$ cat config.mk
export PLATFORM = sky130hd
export DESIGN_NAME = dac_sample_pacer
export DESIGN_NICKNAME = d
export VERILOG_FILES = /design/src/rtl/dac_sample_pacer.sv
export SDC_FILE = /design/constraint.sdc
export NUM_CORES = 1
export LEC_CHECK = 0
export ABC_AREA = 1
export ABC_CLOCK_PERIOD_IN_PS = 5200
export CAP_MARGIN = 25
export CELL_PAD_IN_SITES_DETAIL_PLACEMENT = 0
export CELL_PAD_IN_SITES_GLOBAL_PLACEMENT = 2
export CORE_ASPECT_RATIO = 0.5
export CORE_MARGIN = 2
export CORE_UTILIZATION = 30
export CTS_CLUSTER_DIAMETER = 30
export DETAILED_ROUTE_END_ITERATION = 8
export HOLD_SLACK_MARGIN = 0.12
export PLACE_DENSITY_LB_ADDON = 0.25
export SLEW_MARGIN = 5
export SYNTH_ARGS = -nofsm -noshare
export SYNTH_HDL_FRONTEND = slang
export SYNTH_SLANG_ARGS = --single-unit
$ cat constraint.sdc
create_clock -name clk -period 5.2 [get_ports clk]
set_input_delay 1.3 -clock clk [delete_from_list [all_inputs] [get_ports clk]]
set_output_delay 1.3 -clock clk [all_outputs]
set_load 0.02 [all_outputs]
$ cat src/rtl/dac_sample_pacer.sv
// Paced sample FIFO feeding a DAC: primes to PRIME_LVL, then releases one code per rate_div+1 cycles.
// Optional build macro DAC_MIDSCALE_ON_UNDERFLOW_EN parks the DAC at midscale on an empty tick.
module dac_sample_pacer #(
    parameter int DATA_W    = 10,
    parameter int DEPTH     = 8,
    parameter int PRIME_LVL = 4,
    parameter int DIV_W     = 16
) (
    input  logic                     clk,
    input  logic                     rst,
    input  logic                     enable,
    input  logic [DIV_W-1:0]         rate_div,
    input  logic                     s_valid,
    output logic                     s_ready,
    input  logic [DATA_W-1:0]        s_data,
    input  logic                     underflow_clr,
    output logic [DATA_W-1:0]        dac_data,
    output logic                     dac_strobe,
    output logic                     underflow,
    output logic [$clog2(DEPTH):0]   level
);

    localparam int AW = $clog2(DEPTH);
    localparam int LW = AW + 1;

    localparam logic [AW-1:0]     PTR_ONE   = AW'(1'b1);
    localparam logic [LW-1:0]     LVL_ONE   = LW'(1'b1);
    localparam logic [LW-1:0]     LVL_FULL  = LW'(DEPTH);
    localparam logic [LW-1:0]     LVL_PRIME = LW'(PRIME_LVL);
    localparam logic [DIV_W-1:0]  CNT_ONE   = DIV_W'(1'b1);
    localparam logic [DATA_W-1:0] MIDSCALE  = {1'b1, {(DATA_W-1){1'b0}}};

    typedef enum logic [1:0] {
        IDLE  = 2'd0,
        PRIME = 2'd1,
        RUN   = 2'd2
    } state_t;

    state_t              state_q, state_d;
    logic [DIV_W-1:0]    cnt_q, cnt_d;
    logic [AW-1:0]       wr_ptr_q, wr_ptr_d;
    logic [AW-1:0]       rd_ptr_q, rd_ptr_d;
    logic [LW-1:0]       level_q, level_d;
    logic [DATA_W-1:0]   dac_data_q, dac_data_d;
    logic                dac_strobe_q, dac_strobe_d;
    logic                underflow_q, underflow_d;
    logic [DATA_W-1:0]   mem_q [DEPTH];

    logic                tick_s;
    logic                push_s;
    logic                pop_s;
    logic                empty_tick_s;

    assign s_ready    = (level_q != LVL_FULL);
    assign dac_data   = dac_data_q;
    assign dac_strobe = dac_strobe_q;
    assign underflow  = underflow_q;
    assign level      = level_q;

    // Playback state machine and sample-period counter.
    always_comb begin
        state_d = state_q;
        cnt_d   = cnt_q;
        tick_s  = 1'b0;
        case (state_q)
            IDLE: begin
                cnt_d = '0;
                if (enable) begin
                    state_d = PRIME;
                end else begin
                    state_d = IDLE;
                end
            end
            PRIME: begin
                cnt_d = '0;
                if (!enable) begin
                    state_d = IDLE;
                end else if (level_q >= LVL_PRIME) begin
                    state_d = RUN;
                end else begin
                    state_d = PRIME;
                end
            end
            RUN: begin
                // >= so that lowering rate_div mid-period ticks right away
                if (!enable) begin
                    state_d = IDLE;
                    cnt_d   = '0;
                end else if (cnt_q >= rate_div) begin
                    tick_s  = 1'b1;
                    cnt_d   = '0;
                end else begin
                    cnt_d   = cnt_q + CNT_ONE;
                end
            end
            default: begin
                state_d = IDLE;
                cnt_d   = '0;
            end
        endcase
    end

    // FIFO bookkeeping and DAC output next-state.
    always_comb begin
        push_s       = s_valid && s_ready;
        pop_s        = tick_s && (level_q != '0);
        empty_tick_s = tick_s && (level_q == '0);

        if (push_s) begin
            wr_ptr_d = wr_ptr_q + PTR_ONE;
        end else begin
            wr_ptr_d = wr_ptr_q;
        end

        if (pop_s) begin
            rd_ptr_d = rd_ptr_q + PTR_ONE;
        end else begin
            rd_ptr_d = rd_ptr_q;
        end

        case ({push_s, pop_s})
            2'b10:   level_d = level_q + LVL_ONE;
            2'b01:   level_d = level_q - LVL_ONE;
            default: level_d = level_q;
        endcase

        if (pop_s) begin
            dac_data_d   = mem_q[rd_ptr_q];
            dac_strobe_d = 1'b1;
        end else if (empty_tick_s) begin
`ifdef DAC_MIDSCALE_ON_UNDERFLOW_EN
            dac_data_d   = MIDSCALE;
            dac_strobe_d = 1'b1;
`else
            dac_data_d   = dac_data_q;
            dac_strobe_d = 1'b0;
`endif
        end else begin
            dac_data_d   = dac_data_q;
            dac_strobe_d = 1'b0;
        end

        // An empty tick outranks a same-cycle clear
        if (empty_tick_s) begin
            underflow_d = 1'b1;
        end else if (underflow_clr) begin
            underflow_d = 1'b0;
        end else begin
            underflow_d = underflow_q;
        end
    end

    // Control and output registers.
    always_ff @(posedge clk or negedge rst) begin
        if (!rst) begin
            state_q      <= IDLE;
            cnt_q        <= '0;
            wr_ptr_q     <= '0;
            rd_ptr_q     <= '0;
            level_q      <= '0;
            dac_data_q   <= '0;
            dac_strobe_q <= 1'b0;
            underflow_q  <= 1'b0;
        end else begin
            state_q      <= state_d;
            cnt_q        <= cnt_d;
            wr_ptr_q     <= wr_ptr_d;
            rd_ptr_q     <= rd_ptr_d;
            level_q      <= level_d;
            dac_data_q   <= dac_data_d;
            dac_strobe_q <= dac_strobe_d;
            underflow_q  <= underflow_d;
        end
    end

    // Sample storage.
    always_ff @(posedge clk or negedge rst) begin
        if (!rst) begin
            for (int i = 0; i < DEPTH; i++) begin
                mem_q[i] <= '0;
            end
        end else if (push_s) begin
            mem_q[wr_ptr_q] <= s_data;
        end
    end

endmodule

* Word level (Yosys, flattened, before mapping)
Cells that the tools add are included.
** Storage, ports and cells
- Register bits after elaboration :: 120
- Input bits :: 31
- Output and inout bits :: 17
- Word-level logic and storage cells :: 64
** Cells by class
- Add/subtract/negate cells :: 5
- Order comparisons :: 5
- Equal/unequal tests :: 6
- Muxes and demuxes :: 21
- Bitwise logic cells :: 2
- Reduce and logical (&&, ||, !) cells :: 9
** Operators by type and width (number)
- bitwise mux 80 bit :: 1
- two-way mux 16 bit :: 3
- binary-select mux 10 bit (select 3 bit) :: 1
- demux 10 bit (select 3 bit) :: 1
- two-way mux 10 bit :: 3
- adder 16 x 1 -> 16 bit, second input constant :: 1
- >= comparator 16 bit :: 1
- >= comparator 4 bit, second input constant :: 2
- NOT 3 -> 4 bit :: 2
- one-hot mux 4 bit (2 select lines) :: 1
- two-way mux 1 bit :: 7
- adder 3 x 1 -> 3 bit, second input constant :: 2
- two-way mux 2 bit :: 3
- one-hot mux 2 bit (3 select lines) :: 1
- adder 4 x 1 -> 4 bit, second input constant :: 1
- == test 2 x 1 -> 1 bit, second input constant :: 2
- == test 2 bit, second input constant :: 2
- >= comparator 4 x 3 -> 1 bit, second input constant :: 1
- logical AND 1 bit :: 4
- zero test 4 bit :: 1
- < comparator 4 x 1 -> 1 bit, second input constant :: 1
- inequality test 4 bit, second input constant :: 1
- nonzero test 2 bit :: 2
- nonzero test 4 bit :: 1
- 3 further kinds :: 3

* Depth between registers and ports, before layout
Gate-level depths: netlist of run 1.
- Word-level depth :: 7
- Depth in mapped cells :: 21
- Gate-level depth less buffers :: 20

* Worst setup path after synthesis of run 1
OpenSTA, ideal clock, no wires.
- Path kind :: input -> register
- Start point :: input port rate_div[11]
- End point :: register level_q[2] (netlist: level[2])
- Setup time :: 0.119 ns
- Data arrival time :: 3.402 ns
- Data required time :: 5.081 ns
- Path slack :: 1.679 ns
- Cell stages on the path :: 16
- Buffers on the path :: 1
- Cells stage by stage :: inv_1 > ha_1 > a21oi_1 > o21ai_1 > a21oi_2 > nand2_4 > nand3_2 > buf_4 > inv_1 > ha_1 > xor2_1 > ha_1 > a21oi_1 > a21oi_1 > o21ai_0 > o21a_1
** On the way
- Cells in the longest elaborated chain, start to end :: 7
- Elaborated cells between the ends (all ways) :: 9
- Those cells by class :: order compare: 1; eq/ne: 2; mux: 4; reduce/logical: 2
** RTL lines
- from (decl) :: line 12 : input logic [DIV_W-1:0] rate_div,
- >= comparator 16 bit * :: line 89 : end else if (cnt_q >= rate_div) begin
- two-way mux 1 bit * :: line 89
- two-way mux 1 bit * :: line 86 : if (!enable) begin
- two-way mux 1 bit * :: line 65 : case (state_q)
- logical AND 1 bit * :: line 106 : pop_s = tick_s && (level_q != '0);
- == test 2 x 1 -> 1 bit or == test 2 bit (tied branches) :: line 121 : case ({push_s, pop_s})
- one-hot mux 4 bit (2 select lines) or nonzero test 2 bit (tied branches)
- to (signal assigned) :: line 169 : level_q <= level_d;
- to (decl) :: line 43 : logic [LW-1:0] level_q, level_d;
Every way passes the cells marked *; elsewhere a longest branch is shown, timed or not.
A chain may end at the register's enable or synchronous reset.

* Final worst setup path of run 1
- Start point :: input port rate_div[15]
- End point :: register level_q[2] (netlist: level[2])
The elaborated chain is that of the path after synthesis.

==> results of run 1 <==
[per-layer routing]
metal  share of wire (%)  GRT usage (%)  vias up  wire length, um
met4                 1.0           4.44        0              165
met1                  52           23.3     2271             8540
li1                    -              -     2446                -
met2                  44           23.9       66             7170
met3                 2.9           2.98       17              475
met5                   0              0        -                0
[report_power, final]
group | leakage (nW) | internal [mW] | switching (mW)
combinational | 1.62 | 0.341 | 0.518
clock | 0.302 | 0.770 | 0.463
sequential | 1.55 | 1.25 | 0.204
[cells in the final DEF, fill, tap and decap left out, types with 16 or more instances in the layout]
master | netlist | layout
clkbuf_16 | 0 | 17
clkdlybuf4s50_1 | 0 | 46
dfrtp_1 | 120 | 119
ha_1 | 22 | 22
inv_1 | 53 | 52
nand2_1 | 236 | 236
nand3_1 | 70 | 70
nand4_1 | 17 | 17
nor2_1 | 26 | 26
o21ai_1 | 55 | 55
o21ai_2 | 16 | 16
[how the worst max path moves through the flow]
| stage | to | slack (ps) | cells after the start |
|---|---|---|---|
| final | level[2] | 1220 | 16 |
| after CTS | level[2] | 1210 | 16 |
| after global routing | level[2] | 920 | 16 |
| after global placement | level[2] | 850 | 16 |
| after floorplan | level[2] | 1680 | 16 |
| after detailed placement | level[2] | 780 | 16 |
[critical path: stages]
cell,delay (ps)
clkdlybuf4s50_1,450
inv_1,40
ha_1,290
nand2_1,90
nor3_1,290
nand2_2,140
nand2_4,170
nand3_2,250
inv_1,210
ha_1,240
xor2_1,250
ha_1,190
a21oi_1,50
a21oi_1,140
o21ai_0,90
o21a_1,110
[area by class of cell]
cell class / count / area [um2]
clock buffer: 18 / 439
clock inverter: 14 / 173
fill: 2103 / 13000
inverter: 56 / 213
multi-input combinational: 512 / 2710
sequential: 120 / 3000
tap: 273 / 342
timing repair buffer: 53 / 533
[sequential cells by signal, indices dropped and copies added (netlist names), 2 cells and up]
signal	count
mem_q	80
cnt_q	16
dac_data	10
level	4
rd_ptr_q	3
wr_ptr_q	3
state_q	2
[logic make-up (layout without fill, tap and decap cells)]
group | count (synthesis) | in the layout | share of synthesized area, %
flip-flops | 120 | 120 | 48.5
AO/OA/AOI/OAI | 102 | 102 | 9.49
buffers and inverters | 93 | 141 | 7.88
XOR/XNOR | 12 | 12 | 1.70
AND/OR/NAND/NOR | 376 | 376 | 28.0
adder cells (fa/ha/maj) | 22 | 22 | 4.44
[through the flow]
step	total power, mW	hold slack [ps]	area, um2	cells
6_report	3.54	460	7410	1046
3_5_place_dp	2.34	450	6800	1014
5_1_grt	3.80	482	7410	1046
2_1_floorplan	2.11	432	6200	725
4_1_cts	3.59	457	7410	1046
3_3_place_gp	2.31	447	6780	1013
==> flow_summary_export.csv, run 1 <==
group,metric,value,unit
status,status,"completed",
final_layout,area_growth,19.6,%
clocking,ctsHoldBuffers,0,
synth,yosys-top-cells-count,"nand2_1, dfrtp_1, nand3_1",
synth,synth_cells,725,
global_routing,grt_pass1_vias,4669,
place,io_buffers,47,
global_routing,overflow,0,
run,cap_viol_max_count,0,
timing,hold_viol,0,
timing,slew_headroom,40.7,%
global_routing,groute.usage.overall,15.9,%
setup_path,critical_path.startpoint_type,"primary input",
final_layout,antenna_cells,0,
timing,timing.fmax,251,MHz
routing,dr.first_iter.drc_count,278,
timing,worstMarginPinSlew,889,ps
clocking,clkLatencyLatePin,420,ps
setup_path,rr_worst_depth,14,
floorplan,die-area,21900,um2
routing,ant_nets,0,
routing,routed_via_density,4.59,
final_layout,fin_nets,813,
worst_hold_path,hold_depth,1,
synth,yosys_warnings,0,
routing,drc,0,
clocking,clock-sinks,120,
clocking,ctsResizeCount,0,
clocking,clockRootBuffer,"clkbuf_16",
global_routing,antenna_found_initial,0,
setup_path,crit_arrival,4290,ps
global_routing,grt_pass1_wl,26600,um
final_layout,drive_gt1_share,10.6,%
timing,setup_viol,0,
synth,synth_ff_type,"dfrtp_1",
synth,synth_edf_count,0,
timing,worst_slack,1220,ps
synth,synth_cell_types,33,
clocking,cts.clk_slew.worst_paths,60,ps
synth,avgSynthCellArea,8.55,um2
synth,synth_largest_area_cell,"dfrtp_1",
setup_path,path_max_fanout,16,
timing,post-route-min-period,3980,ps
clocking,numCtsBuffers,17,
floorplan,core,20400,um2
synth,yosysMostFrequentCell,"nand2_1",
floorplan,fp.dieH,106,um
routing,vias,4800,
floorplan,ios,48,
setup_path,end_kind,"register",
synth,synth_area_leaders,"dfrtp_1, nand2_1, nand3_1, ha_1, o21ai_1",
timing,drv_slew,0,
synth,ys_ff_latch,120,
setup_path,reg2reg_to,"level[2]",
clocking,cts_tree,"built",
clocking,cts_buffer_depth,2,
setup_path,r2r-start,"cnt_q[11]",
worst_hold_path,worstHoldStart,"cnt_q[0]",
setup_path,criticalPathCategory,"in2reg",
clocking,cts_setup_buffers,0,
worst_hold_path,min_to,"cnt_q[0]",
place,hpwlAfterDp,10300,um
floorplan,die_x,207,um
timing,setup-tns-final,0,ps
timing,period_share,76.5,%
synth,synth_top_cell_area_share,48.5,%
worst_hold_path,holdCritPathClass,"reg2reg",
clocking,htreeDepth,4,
global_routing,grt_max_degree,63,
routing,wl,16400,um
final_layout,final_util,36.3,%
power,power.density,478,nW/um2
synth,syn_area,6200,um2
power,p_leak,3.47,nW
synth,synthArstFlopShare,100,%
timing,rsz0062_at_grt,"no",
setup_path,crit_path_start,"rate_div[15]",
setup_path,required,5510,ps
synth,ys_seq_area_share,48.5,%
power,peakVddDrop,0.214,mV
setup_path,r2r_slack,2150,ps
routing,wire_per_inst,15.6,um
floorplan,start_util,30.3,%
floorplan,fp-row-count,37,
place,pre_cts_slack,781,ps
timing,fin_worst_skew,7.45,ps
synth,syn-num-nets,778,
place,gp_congestion,0.770,
routing,firstDrtPassIters,4,
Note: power is estimated with default switching activity, not from simulation.
==> inputs of run 2 (changes only) <==
--- a/config.mk
+++ b/config.mk
@@ -6,7 +6,7 @@
 export NUM_CORES = 1
 export LEC_CHECK = 0
 export ABC_AREA = 1
-export ABC_CLOCK_PERIOD_IN_PS = 5200
+export ABC_CLOCK_PERIOD_IN_PS = 3750
 export CAP_MARGIN = 25
 export CELL_PAD_IN_SITES_DETAIL_PLACEMENT = 0
 export CELL_PAD_IN_SITES_GLOBAL_PLACEMENT = 2
==> constraint.sdc (replaced) <==
create_clock -name clk -period 3.75 [get_ports clk]
set_input_delay 0.9375 -clock clk [delete_from_list [all_inputs] [get_ports clk]]
set_output_delay 0.9375 -clock clk [all_outputs]
set_load 0.02 [all_outputs]
==> run 2 against run 1 <==
First-iteration DRC count increased by 24%. Worst hold slack got worse by 32 ps. Final area increased by 1.3%. Non-clock buffer count increased by 6. Register-to-register slack got worse by 1100 ps. Die area unchanged. Sequential cell count unchanged. Largest cell class unchanged.
==> flow_summary_export.csv, run 2 (synthesis results as in run 1) <==
group,metric,value,unit
status,status,"completed",
floorplan,start_util,30.3,%
routing,ant_nets,0,
timing,slew_headroom,57.8,%
clocking,cts_tree,"built",
clocking,clockRootBuffer,"clkbuf_16",
final_layout,antenna_cells,0,
setup_path,path_max_fanout,3,
clocking,cts_buffer_depth,2,
final_layout,layout_common_cells,"nand2_1, dfrtp_1, nand3_1, o21ai_1, inv_1",
timing,setup_viol,0,
clocking,clkLatencyLatePin,430,ps
floorplan,ios,48,
clocking,htreeDepth,4,
global_routing,grt_max_degree,94,
setup_path,required,4060,ps
setup_path,r2r-start,"cnt_q[11]",
routing,dr.first_iter.drc_count,345,
timing,fin_worst_skew,14.3,ps
clocking,ctsHoldBuffers,0,
timing,period_share,85.9,%
timing,hold_viol,0,
timing,drv_slew,0,
place,gp_congestion,0.736,
place,placed_cell_area,6830,um2
setup_path,rr_worst_depth,14,
floorplan,core,20400,um2
global_routing,grt_pass1_wl,26500,um
timing,setup-tns-final,0,ps
final_layout,area_growth,21.1,%
run,cap_viol_max_count,0,
floorplan,die_x,207,um
place,io_buffers,47,
final_layout,largest_reg_flops,80,
routing,wl,16100,um
setup_path,critical_path.startpoint_type,"primary input",
setup_path,criticalPathCategory,"in2reg",
clocking,numCtsBuffers,17,
routing,drc,0,
routing,wire_per_inst,15.3,um
power,p_leak,3.52,nW
clocking,cts_setup_buffers,0,
setup_path,end_kind,"register",
routing,routed_via_density,4.59,
global_routing,antenna_found_initial,0,
timing,rsz0062_at_grt,"no",
clocking,clock-sinks,120,
clocking,ctsResizeCount,0,
final_layout,multi_input_area,2710,um2
timing,post-route-min-period,3220,ps
final_layout,seqCellArea,3000,um2
global_routing,grt_pass1_vias,4714,
final_layout,finalInstanceArea,7510,um2
final_layout,nFillCells,2129,
floorplan,die-area,21900,um2
final_layout,mostFrequentLayoutCell,"nand2_1",
power,peakVddDrop,0.259,mV
timing,worstMarginPinSlew,633,ps
final_layout,top_register,"mem_q",
global_routing,overflow,0,
worst_hold_path,holdCritPathClass,"in2async",
clocking,cts.clk_slew.worst_paths,60,ps
floorplan,fp-row-count,37,
setup_path,r2r_slack,1080,ps
floorplan,fp.dieH,106,um
final_layout,fin_nets,819,
setup_path,reg2reg_to,"level[2]",
routing,firstDrtPassIters,4,
global_routing,groute.usage.overall,15.9,%
final_layout,drive_gt1_share,11.0,%
routing,vias,4832,
place,hpwlAfterDp,10300,um
power,power.density,674,nW/um2
setup_path,crit_arrival,3530,ps
timing,timing.fmax,311,MHz
run 2: changes by cell type in the layout (fill, tap and decap cells not counted):
cell and change:
clkinv_4 -2, inv_8 -1, inv_1 +1, clkinv_1 -1, dfrtp_1 +1, buf_4 +7, bufinv_16 +2, clkbuf_1 +1
clkinv_2 -3, dfrtp_2 -1, buf_8 -1, clkbuf_8 +3
run 2: worst max-delay path by stage:
stage,startpoint,slack [ps],cells past startpoint,to
final,rate_div[11],530,16,level[2]
after global routing,rate_div[10],310,16,level[2]
after CTS,rate_div[11],500,16,level[2]
after detailed placement,rate_div[11],90,16,level[2]
after global placement,rate_div[15],100,16,level[2]
after floorplan,rate_div[11],590,16,level[2]
run 2: area by class of cell:
class	instances	share of cell area (%)
clock inverter	10	2.52
timing repair buffer	59	7.60
tap	273	4.55
sequential	120	40.0
clock buffer	22	6.45
inverter	56	2.83
multi-input combinational	512	36.0
run 2: through the flow:
step	power [mW]	instances	setup WS (ps)	utilization (%)	hold slack (ps)
6_report	5.06	1052	530	36.8	428
5_1_grt	5.41	1052	309	36.8	466
4_1_cts	5.13	1052	505	36.8	449
3_5_place_dp	3.23	1020	85.9	33.5	457
3_3_place_gp	3.20	1020	102	33.5	449
2_1_floorplan	2.93	725	592	-	432
run 2: power by group:
group	internal (mW)	switching, mW
clock	1.25	0.613
sequential	1.73	0.283
combinational	0.471	0.711
run 2: routing by layer:
layer	part of all wire [%]	vias up	track usage (%)	wire length (um)
met5	0	-	0	0
met4	0.97	0	4.64	156
met3	3.6	10	3.46	580
met2	44	67	23.9	7060
met1	52	2297	22.8	8320
li1	-	2458	-	-
run 2: critical path: stages:
cell and delay [ps]:
clkdlybuf4s50_1 460, inv_1 40, ha_1 300, nand4_1 110
nor3_1 270, nand2_2 140, nand2_4 80, nand3_2 60
inv_1 90, ha_1 210, xor2_1 250, ha_1 190
a21oi_1 50, a21oi_1 140, o21ai_0 90, o21a_1 110
==> inputs of run 3 (changes only) <==
--- a/config.mk
+++ b/config.mk
@@ -15,6 +15,7 @@
 export CORE_UTILIZATION = 30
 export CTS_CLUSTER_DIAMETER = 30
 export DETAILED_ROUTE_END_ITERATION = 8
+export GPL_TIMING_DRIVEN = 0
 export HOLD_SLACK_MARGIN = 0.12
 export PLACE_DENSITY_LB_ADDON = 0.25
 export SLEW_MARGIN = 5
==> run 3 against run 2 <==
Global-route usage increased by 1.1 points. Register-to-register slack lost 240 ps. First-iteration DRC count down 9.6%. Final cell count rose by 2.5%. Maximum frequency decreased by 7.3%. Non-clock buffer count increased by 26. Die area unchanged. Setup slack got worse by 250 ps. Largest cell class unchanged. Clock skew is 2.0 ps lower. Final area grew 2.5%.
==> flow_summary_export.csv, run 3 (synthesis results as in run 1) <==
group,metric,value,unit
timing,rsz0062_at_grt,"no",
final_layout,finalInstanceArea,7700,um2
timing,fin_worst_skew,12.3,ps
final_layout,seqCellArea,3000,um2
final_layout,final_util,37.7,%
place,hpwlAfterDp,12000,um
final_layout,antenna_cells,0,
timing,worst_slack,277,ps
place,gp_congestion,0.766,
clocking,clkLatencyLatePin,410,ps
timing,hold_viol,0,
setup_path,path_cells,"clkdlybuf4s50_1 -> inv_1 -> ha_1 -> nand4_1 -> nor3_1 -> nand2_2 -> nand2_4 -> nand3_2 -> buf_4 -> inv_1 -> ha_2 -> xor2_2 -> ha_1 -> a21oi_1 -> a21oi_1 -> o21ai_0 -> o21a_1",
setup_path,path_max_fanout,10,
routing,dr.first_iter.drc_count,312,
clocking,clockRootBuffer,"clkbuf_16",
routing,drc,0,
power,power.density,665,nW/um2
setup_path,max_stage_delay,460,ps
routing,vias,4928,
place,placed_cell_area,7040,um2
routing,firstDrtPassIters,4,
status,status,"completed",
clocking,cts.clk_slew.worst_paths,60,ps
timing,setup_viol,0,
final_layout,mostFrequentLayoutCell,"nand2_1",
floorplan,ios,48,
run,cap_viol_max_count,0,
timing,worstMarginPinSlew,592,ps
global_routing,grt_pass1_wl,28300,um
power,p_leak,3.60,nW
setup_path,crit_slowest_cell,"clkdlybuf4s50_1",
floorplan,fp-row-count,37,
place,io_buffers,47,
final_layout,nFillCells,2155,
timing,post-route-min-period,3470,ps
timing,period_share,92.6,%
routing,routed_via_density,4.57,
final_layout,area_growth,24.2,%
final_layout,multi_input_area,2720,um2
routing,wl,17600,um
clocking,clock-sinks,120,
power,peakVddDrop,0.263,mV
clocking,cts_tree,"built",
clocking,htreeDepth,4,
routing,wire_per_inst,16.3,um
place,dp_cells,1046,
final_layout,fin_cells,1078,
timing,slew_headroom,60.5,%
timing,timing.fmax,288,MHz
clocking,cts_buffer_depth,2,
final_layout,largest_reg_flops,80,
global_routing,groute.usage.overall,16.9,%
global_routing,overflow,0,
clocking,numCtsBuffers,17,
worst_hold_path,holdCritPathClass,"in2async",
floorplan,start_util,30.3,%
setup_path,crit_arrival,3770,ps
global_routing,grt_max_degree,76,
timing,drv_slew,0,
global_routing,grt_pass1_vias,4970,
floorplan,die_x,207,um
setup_path,criticalPathCategory,"in2reg",
floorplan,die-area,21900,um2
global_routing,antenna_found_initial,0,
clocking,cts_setup_buffers,0,
routing,ant_nets,0,
setup_path,required,4050,ps
floorplan,fp.dieH,106,um
setup_path,critical_path.startpoint_type,"primary input",
final_layout,top_register,"mem_q",
final_layout,fin_nets,845,
final_layout,drive_gt1_share,12.8,%
final_layout,layout_common_cells,"nand2_1, dfrtp_1, nand3_1, o21ai_1, inv_1",
floorplan,core,20400,um2
place,pre_cts_slack,-251,ps
setup_path,end_kind,"register",
## run 3: cell count changes in the layout (fill, tap and decap cells not counted)
cell,previous run,this run
inv_6,1,4
buf_1,0,1
clkinv_2,1,2
clkbuf_8,4,0
buf_6,0,14
clkbuf_1,1,11
ha_2,0,1
buf_4,12,3
xor2_1,8,7
xor2_2,0,1
ha_1,22,21
buf_2,0,9
buf_16,0,1
## run 3: final timing paths
| check | from | end | slack (ps) | cells after the start |
|---|---|---|---|---|
| worst max-delay path | rate_div[10] | level[2] | 280 | 17 |
| worst min-delay path | rst | mem_q[5] | 460 | 1 |
| worst max register to register | cnt_q[11] | level[2] | 840 | 15 |
| worst min register to register | cnt_q[0] | cnt_q[0] | 460 | 1 |
| min in group clk | cnt_q[0] | cnt_q[0] | 460 | 1 |
| max in group asynchronous | rst | cnt_q[8] | 2520 | 2 |
## run 3: layer usage
metal	routed length (um)	share of wire, %	GRT usage [%]	vias up
li1	-	-	-	2514
met1	9110	52	24.6	2337
met2	7870	45	26.4	75
met3	541	3.1	2.68	2
met4	52	0.30	4.13	0
met5	0	0	0	-
## run 3: stage by stage
step                      hold slack (ps)  power, mW  setup TNS (ps)
after global placement                452       3.29         -408740
after detailed placement              457       3.33            -395
after floorplan                       432       2.93               0
final                                 459       5.12               0
after global routing                  490       5.46               0
after CTS                             465       5.17               0
## run 3: layout make-up
class                      instances  area share [%]
clock inverter                    14            2.86
clock buffer                      18            5.58
tap                              273            4.44
inverter                          56            2.76
sequential                       120            39.0
timing repair buffer              48            6.49
buffer                            37            3.58
multi-input combinational        512            35.3
## run 3: power by group
group	switching (mW)	total, mW	internal [mW]
sequential	0.314	2.04	1.73
combinational	0.714	1.25	0.540
clock	0.632	1.82	1.19
## run 3: worst max-delay path, delay by kind of cell
kind	cells	cell delay (ps)
AND/OR/NAND/NOR	5	750
XOR/XNOR	1	180
adder cells (fa/ha/maj)	3	690
buffers and inverters	4	840
AO/OA/AOI/OAI	4	370
## run 3: what timing repair did
item                       in CTS  in global routing
setup endpoints to repair       0                  1
hold buffers                    0                  0
resized for setup               0                  2
